===== src/rtl/const_op_arbiter.sv =====
// const_op_arbiter
// Round-robin sequencer that shares one constant-operation datapath
// (8-bit operand, 2-bit constant select, 1-bit op, 8-bit result) between
// two requesters. A request is accepted in IDLE and its fields are
// registered onto the datapath inputs. The result is sampled DP_LAT
// cycles later and held on the response handshake until the owning
// requester consumes it.
// Optional feature macro: CONST_OP_ARB_STATS_EN adds per-requester
// saturating 16-bit grant counters (grant_cnt0, grant_cnt1).
module const_op_arbiter #(
  parameter int DP_LAT = 1
) (
  input  logic        clk,
  input  logic        rst_n,
  input  logic [1:0]  req_valid,
  output logic [1:0]  req_ready,
  input  logic [15:0] req_operand,
  input  logic [3:0]  req_sel,
  input  logic [1:0]  req_op,
  output logic [1:0]  rsp_valid,
  input  logic [1:0]  rsp_ready,
  output logic [7:0]  rsp_result,
  output logic [7:0]  dp_operand,
  output logic [1:0]  dp_sel,
  output logic        dp_op,
  input  logic [7:0]  dp_result,
  output logic        busy
`ifdef CONST_OP_ARB_STATS_EN
  ,
  output logic [15:0] grant_cnt0,
  output logic [15:0] grant_cnt1
`endif
);

  typedef enum logic [1:0] {
    ST_IDLE = 2'd0,
    ST_EXEC = 2'd1,
    ST_RESP = 2'd2
  } state_t;

  // The wait counter starts at DP_LAT-1; legal DP_LAT 1..4 fits in 2 bits.
  localparam logic [1:0] LP_WAIT_INIT = 2'(DP_LAT - 1);

  state_t      r_state;
  state_t      w_next_state;
  logic        r_rr_ptr;
  logic        r_owner;
  logic [1:0]  r_wait_cnt;
  logic [7:0]  r_dp_operand;
  logic [1:0]  r_dp_sel;
  logic        r_dp_op;
  logic [7:0]  r_rsp_result;

  logic        w_winner;
  logic        w_any_valid;
  logic [1:0]  w_req_ready;
  logic        w_accept;
  logic        w_capture;
  logic        w_rsp_done;
  logic [7:0]  w_win_operand;
  logic [1:0]  w_win_sel;
  logic        w_win_op;

  // Pick the winner (pointer first, then the other) and select its fields.
  always_comb begin
    w_any_valid   = |req_valid;
    w_winner      = req_valid[r_rr_ptr] ? r_rr_ptr : ~r_rr_ptr;
    w_win_operand = w_winner ? req_operand[15:8] : req_operand[7:0];
    w_win_sel     = w_winner ? req_sel[3:2]      : req_sel[1:0];
    w_win_op      = w_winner ? req_op[1]         : req_op[0];
  end

  // Next-state and handshake decode; ready and response valid are combinational.
  always_comb begin
    w_next_state = r_state;
    w_req_ready  = 2'b00;
    w_accept     = 1'b0;
    w_capture    = 1'b0;
    w_rsp_done   = 1'b0;
    rsp_valid    = 2'b00;
    unique case (r_state)
      ST_IDLE: begin
        if (w_any_valid) begin
          w_req_ready  = w_winner ? 2'b10 : 2'b01;
          w_accept     = 1'b1;
          w_next_state = ST_EXEC;
        end
      end
      ST_EXEC: begin
        if (r_wait_cnt == 2'd0) begin
          w_capture    = 1'b1;
          w_next_state = ST_RESP;
        end
      end
      ST_RESP: begin
        rsp_valid = r_owner ? 2'b10 : 2'b01;
        if (rsp_ready[r_owner]) begin
          w_rsp_done   = 1'b1;
          w_next_state = ST_IDLE;
        end
      end
      default: w_next_state = ST_IDLE;
    endcase
  end

  // State register.
  always_ff @(posedge clk or negedge rst_n) begin
    if (!rst_n) r_state <= ST_IDLE;
    else        r_state <= w_next_state;
  end

  // Round-robin pointer: the requester just served drops to lowest priority.
  always_ff @(posedge clk or negedge rst_n) begin
    if (!rst_n)          r_rr_ptr <= 1'b0;
    else if (w_rsp_done) r_rr_ptr <= ~r_owner;
  end

  // Latch the winner onto the datapath inputs; they hold until the next acceptance.
  always_ff @(posedge clk or negedge rst_n) begin
    if (!rst_n) begin
      r_owner      <= 1'b0;
      r_dp_operand <= 8'd0;
      r_dp_sel     <= 2'd0;
      r_dp_op      <= 1'b0;
    end else if (w_accept) begin
      r_owner      <= w_winner;
      r_dp_operand <= w_win_operand;
      r_dp_sel     <= w_win_sel;
      r_dp_op      <= w_win_op;
    end
  end

  // Latency counter: loaded on acceptance, counts down while executing.
  always_ff @(posedge clk or negedge rst_n) begin
    if (!rst_n)                                      r_wait_cnt <= 2'd0;
    else if (w_accept)                               r_wait_cnt <= LP_WAIT_INIT;
    else if (r_state == ST_EXEC && r_wait_cnt != 0)  r_wait_cnt <= r_wait_cnt - 2'd1;
  end

  // Sample the datapath result once; it stays stable through the response.
  always_ff @(posedge clk or negedge rst_n) begin
    if (!rst_n)         r_rsp_result <= 8'd0;
    else if (w_capture) r_rsp_result <= dp_result;
  end

`ifdef CONST_OP_ARB_STATS_EN
  logic [15:0] r_grant_cnt0;
  logic [15:0] r_grant_cnt1;

  // Saturating per-requester acceptance counters.
  always_ff @(posedge clk or negedge rst_n) begin
    if (!rst_n) begin
      r_grant_cnt0 <= 16'd0;
      r_grant_cnt1 <= 16'd0;
    end else if (w_accept) begin
      if (!w_winner && r_grant_cnt0 != 16'hFFFF) r_grant_cnt0 <= r_grant_cnt0 + 16'd1;
      if (w_winner  && r_grant_cnt1 != 16'hFFFF) r_grant_cnt1 <= r_grant_cnt1 + 16'd1;
    end
  end

  assign grant_cnt0 = r_grant_cnt0;
  assign grant_cnt1 = r_grant_cnt1;
`endif

  assign req_ready  = w_req_ready;
  assign rsp_result = r_rsp_result;
  assign dp_operand = r_dp_operand;
  assign dp_sel     = r_dp_sel;
  assign dp_op      = r_dp_op;
  assign busy       = (r_state != ST_IDLE);

endmodule


===== config.mk =====
export PLATFORM = sky130hd
export DESIGN_NAME = const_op_arbiter
export DESIGN_NICKNAME = d
export VERILOG_FILES = /design/src/rtl/const_op_arbiter.sv
export SDC_FILE = /design/constraint.sdc
export NUM_CORES = 1
export LEC_CHECK = 0
export CAP_MARGIN = 20
export CORE_MARGIN = 2
export CORE_UTILIZATION = 50
export CTS_CLUSTER_SIZE = 28
export DETAILED_ROUTE_END_ITERATION = 7
export DONT_BUFFER_PORTS = 1
export REMOVE_ABC_BUFFERS = 1
export SLEW_MARGIN = 30
export SYNTH_ARGS = -nofsm -noshare
export SYNTH_HDL_FRONTEND = slang
export SYNTH_SLANG_ARGS = --single-unit

===== constraint.sdc =====
create_clock -name clk -period 1.45 [get_ports clk]
set_clock_uncertainty 0.05 [all_clocks]
set_input_delay 0.29 -clock clk [delete_from_list [all_inputs] [get_ports clk]]
set_output_delay 0.29 -clock clk [all_outputs]
set_load 0.01 [all_outputs]

==> out/results.txt <==
Worst relative slew slack = 0.794
Critical Path RT = 1.11 ns
DR iter-0 viols = 2
Worst Setup Start Kind = register
Met2 Use GR = 0.307
Fmax = 676 MHz
WL final = 2.51 mm
Power Density = 1990 mW/mm^2
Final hold violations = 0
Ratio of cells with drive above 1 in the final layout = 0.378
Leading register cell type out of synthesis = dfrtp_1
Drt wl/cell = 16.0 um
Seq cells post-synth = 25
HP Class = primary input to register
CP peak stage delay = 0.44 ns
Post-DRT Antenna Nets = 0
Top Ports = 60
RD Place Congestion = 0.745
Initial core utilization = 0.523
Antenna diode count = 0
Post-synth top cells = 27 x inv_1, 25 x dfrtp_1, 9 x o221ai_2, 8 x mux2_1, 6 x o21ai_1
Die W = 54.4 um
Yosys warning count = 0
DR vias/cell = 5.54
Grt ovf = 0
Most common cell in the netlist = inv_1
Fin util = 0.614
Comb pwr share = 0.424
CTS H-Tree Depth = 1
Row count = 18
Vias in the first global route = 846
Worst-path fanout max = 3
IO Port Bufs = 0
Top cells by area, synth = dfrtp_1 49%, o221ai_2 11%, inv_1 8.0%, mux2_1 7.1%, o21ai_2 3.4%
Crit path time final = 1.48 ns
P_leak = 0.688 nW
RSZ-0062 raised after global routing = true
Syn_area_per_cell = 11.4 um^2
Ys async rst share = 1.00
Total power = 2.98 mW
Post-synth EDFFs = 0
Number of max-cap violations = 0
DR vias = 869
Power share of the sequential group = 0.467
Post-synth top area cell = dfrtp_1
Status = finished with violations
CTS Root Cell = clkbuf_4
Hold slack final = 0.0397 ns
FILL cells = 207
Layout area overhead = 17.5%
Die height = 54.4 um
GRT Util Overall = 0.172
Share of the synthesized area in the top cell type = 0.492
Crit end category = output port
Post-synthesis sequential area ratio = 0.492
Dpl hpwl = 1.82 mm
Cell variety after synth = 27
Die ar. = 0.00296 mm^2
Failing checks = setup timing
Crit path DAT = 1.14 ns
Initial antenna violation count = 0
Post-Syn Area = 0.00127 mm^2
Clock sinks = 25
Max-slew violation count = 0
Longest Clk Path Bufs = 2
Fin worst setup slack = -0.0302 ns
Sw Ratio = 0.406
CTS tree = built
CP max stage cell = dfrtp_1
Largest net degree at the start of global routing = 26
GRT Max-Usage Layer = met2
CTS buffer count = 3
CP cell instances = buf_6 > nand2b_4 > nor2_4
Clk network pwr share = 0.109
Worst-margin pin slew = 0.308 ns
CORE AREA = 0.00243 mm^2
Worst-Skew Late Latency = 0.32 ns
First-pass GRT wire length = 3.60 mm
Fraction of the cycle the final worst path needs = 1.02
Cell Int Power = 1.77 mW
Met3 track demand over resource = 0.0410
Post-Synthesis Cells = 112
Nets@finish = 165
Residual DRC = 0
Reg clk slew, reported paths = 0.14 ns
Sw Pwr = 1.21 mW
Met1 Use GR = 0.204
Worst-case vdd ir drop = 1.02 mV
Setup CP Type = register to output port
Final Setup Violations = 5
TritonRoute pass-1 iters = 2
==> final timing paths <==
kind	startpoint	to	slack, ns	depth (start not counted)
min in group asynchronous	rst_n	dp_operand[5]	0.33	2
max in group asynchronous	rst_n	r_wait_cnt[0]	0.88	2
max	r_state[0]	rsp_valid[0]	-0.03	3
min	dp_result[6]	rsp_result[6]	0.04	1
max reg2reg	r_state[0]	r_wait_cnt[1]	0.07	5
min reg2reg	r_wait_cnt[0]	r_wait_cnt[0]	0.52	2
==> layer usage <==
layer | part of all wire | vias to the layer above
met2 | 0.54 | 34
met4 | 0 | 0
li1 | - | 411
met3 | 0.060 | 0
met5 | 0 | -
met1 | 0.40 | 424
==> state kept, by name, indices dropped and copies added, names as in the netlist <==
| name | count |
|---|---|
| dp_operand | 8 |
| dp_sel | 2 |
| dp_op | 1 |
| r_owner | 1 |
| r_state | 2 |
| rsp_result | 8 |
| r_rr_ptr | 1 |
| r_wait_cnt | 2 |
==> power by group through the flow <==
stage	clock network [mW]	registers, mW	logic [mW]
after floorplan	0	1.35	0.796
after global placement	0	1.39	1.03
after detailed placement	0	1.39	1.08
after CTS	0.334	1.39	1.27
after global routing	0.359	1.43	1.39
final	0.324	1.39	1.26
==> cell type report <==
class	count	area, um^2	area share
multi-input combinational	54	546	0.365
clock buffer	3	22.5	0.0151
tap	30	37.5	0.0251
clock inverter	1	7.51	0.00503
inverter	29	111	0.0745
timing repair buffer	15	144	0.0963
sequential	25	626	0.419
==> logic make-up after synthesis <==
group / count (synthesis) / share of synthesized area
buf+inv: 33 / 0.116
fa+ha+maj: 1 / 0.00984
xor+xnor: 1 / 0.00689
simple gates: 15 / 0.0886
flops: 25 / 0.492
mux: 9 / 0.0797
compound gates: 28 / 0.207
==> placed cells by master, fill, tap and decap left out, types with 2 or more instances in the layout <==
| cell type | n |
|---|---|
| nand3_4 | 2 |
| nor2_1 | 2 |
| buf_12 | 2 |
| o221ai_1 | 2 |
| o21ai_0 | 3 |
| nor2_2 | 2 |
| inv_1 | 25 |
| o21ai_2 | 5 |
| dfrtp_1 | 25 |
| mux2_1 | 8 |
| nor2_4 | 2 |
| inv_2 | 3 |
| o221ai_2 | 9 |
| o21ai_1 | 6 |
| buf_4 | 11 |
| clkbuf_4 | 3 |
==> stage by stage <==
step | setup slack, ns | cell area [um^2] | instances | setup TNS [ns]
floorplan | -0.146 | 1230 | 108 | -0.170
global placement | 0.110 | 1340 | 145 | 0
detailed placement | 0.0541 | 1340 | 145 | 0
CTS | -0.0641 | 1480 | 156 | -0.246
global route | -0.101 | 1490 | 157 | -0.439
finish | -0.0302 | 1490 | 157 | -0.107
==> timing repair <==
item / in CTS / in global routing
buffers inserted: 5 / 1
endpoints found under the hold margin: 25 / 0
endpoints found under the setup margin: 5 / 11
hold buffers: 2 / 0
pin swaps: 4 / 6
resized for setup: 10 / 3
==> critical path: cells and delay by family (launching register included) <==
family                 cells  cell delay, ns
DFF                        1            0.44
and+or+nand+nor            2            0.25
buffers and inverters      1            0.13
Note: power is estimated with default switching activity, not from simulation.
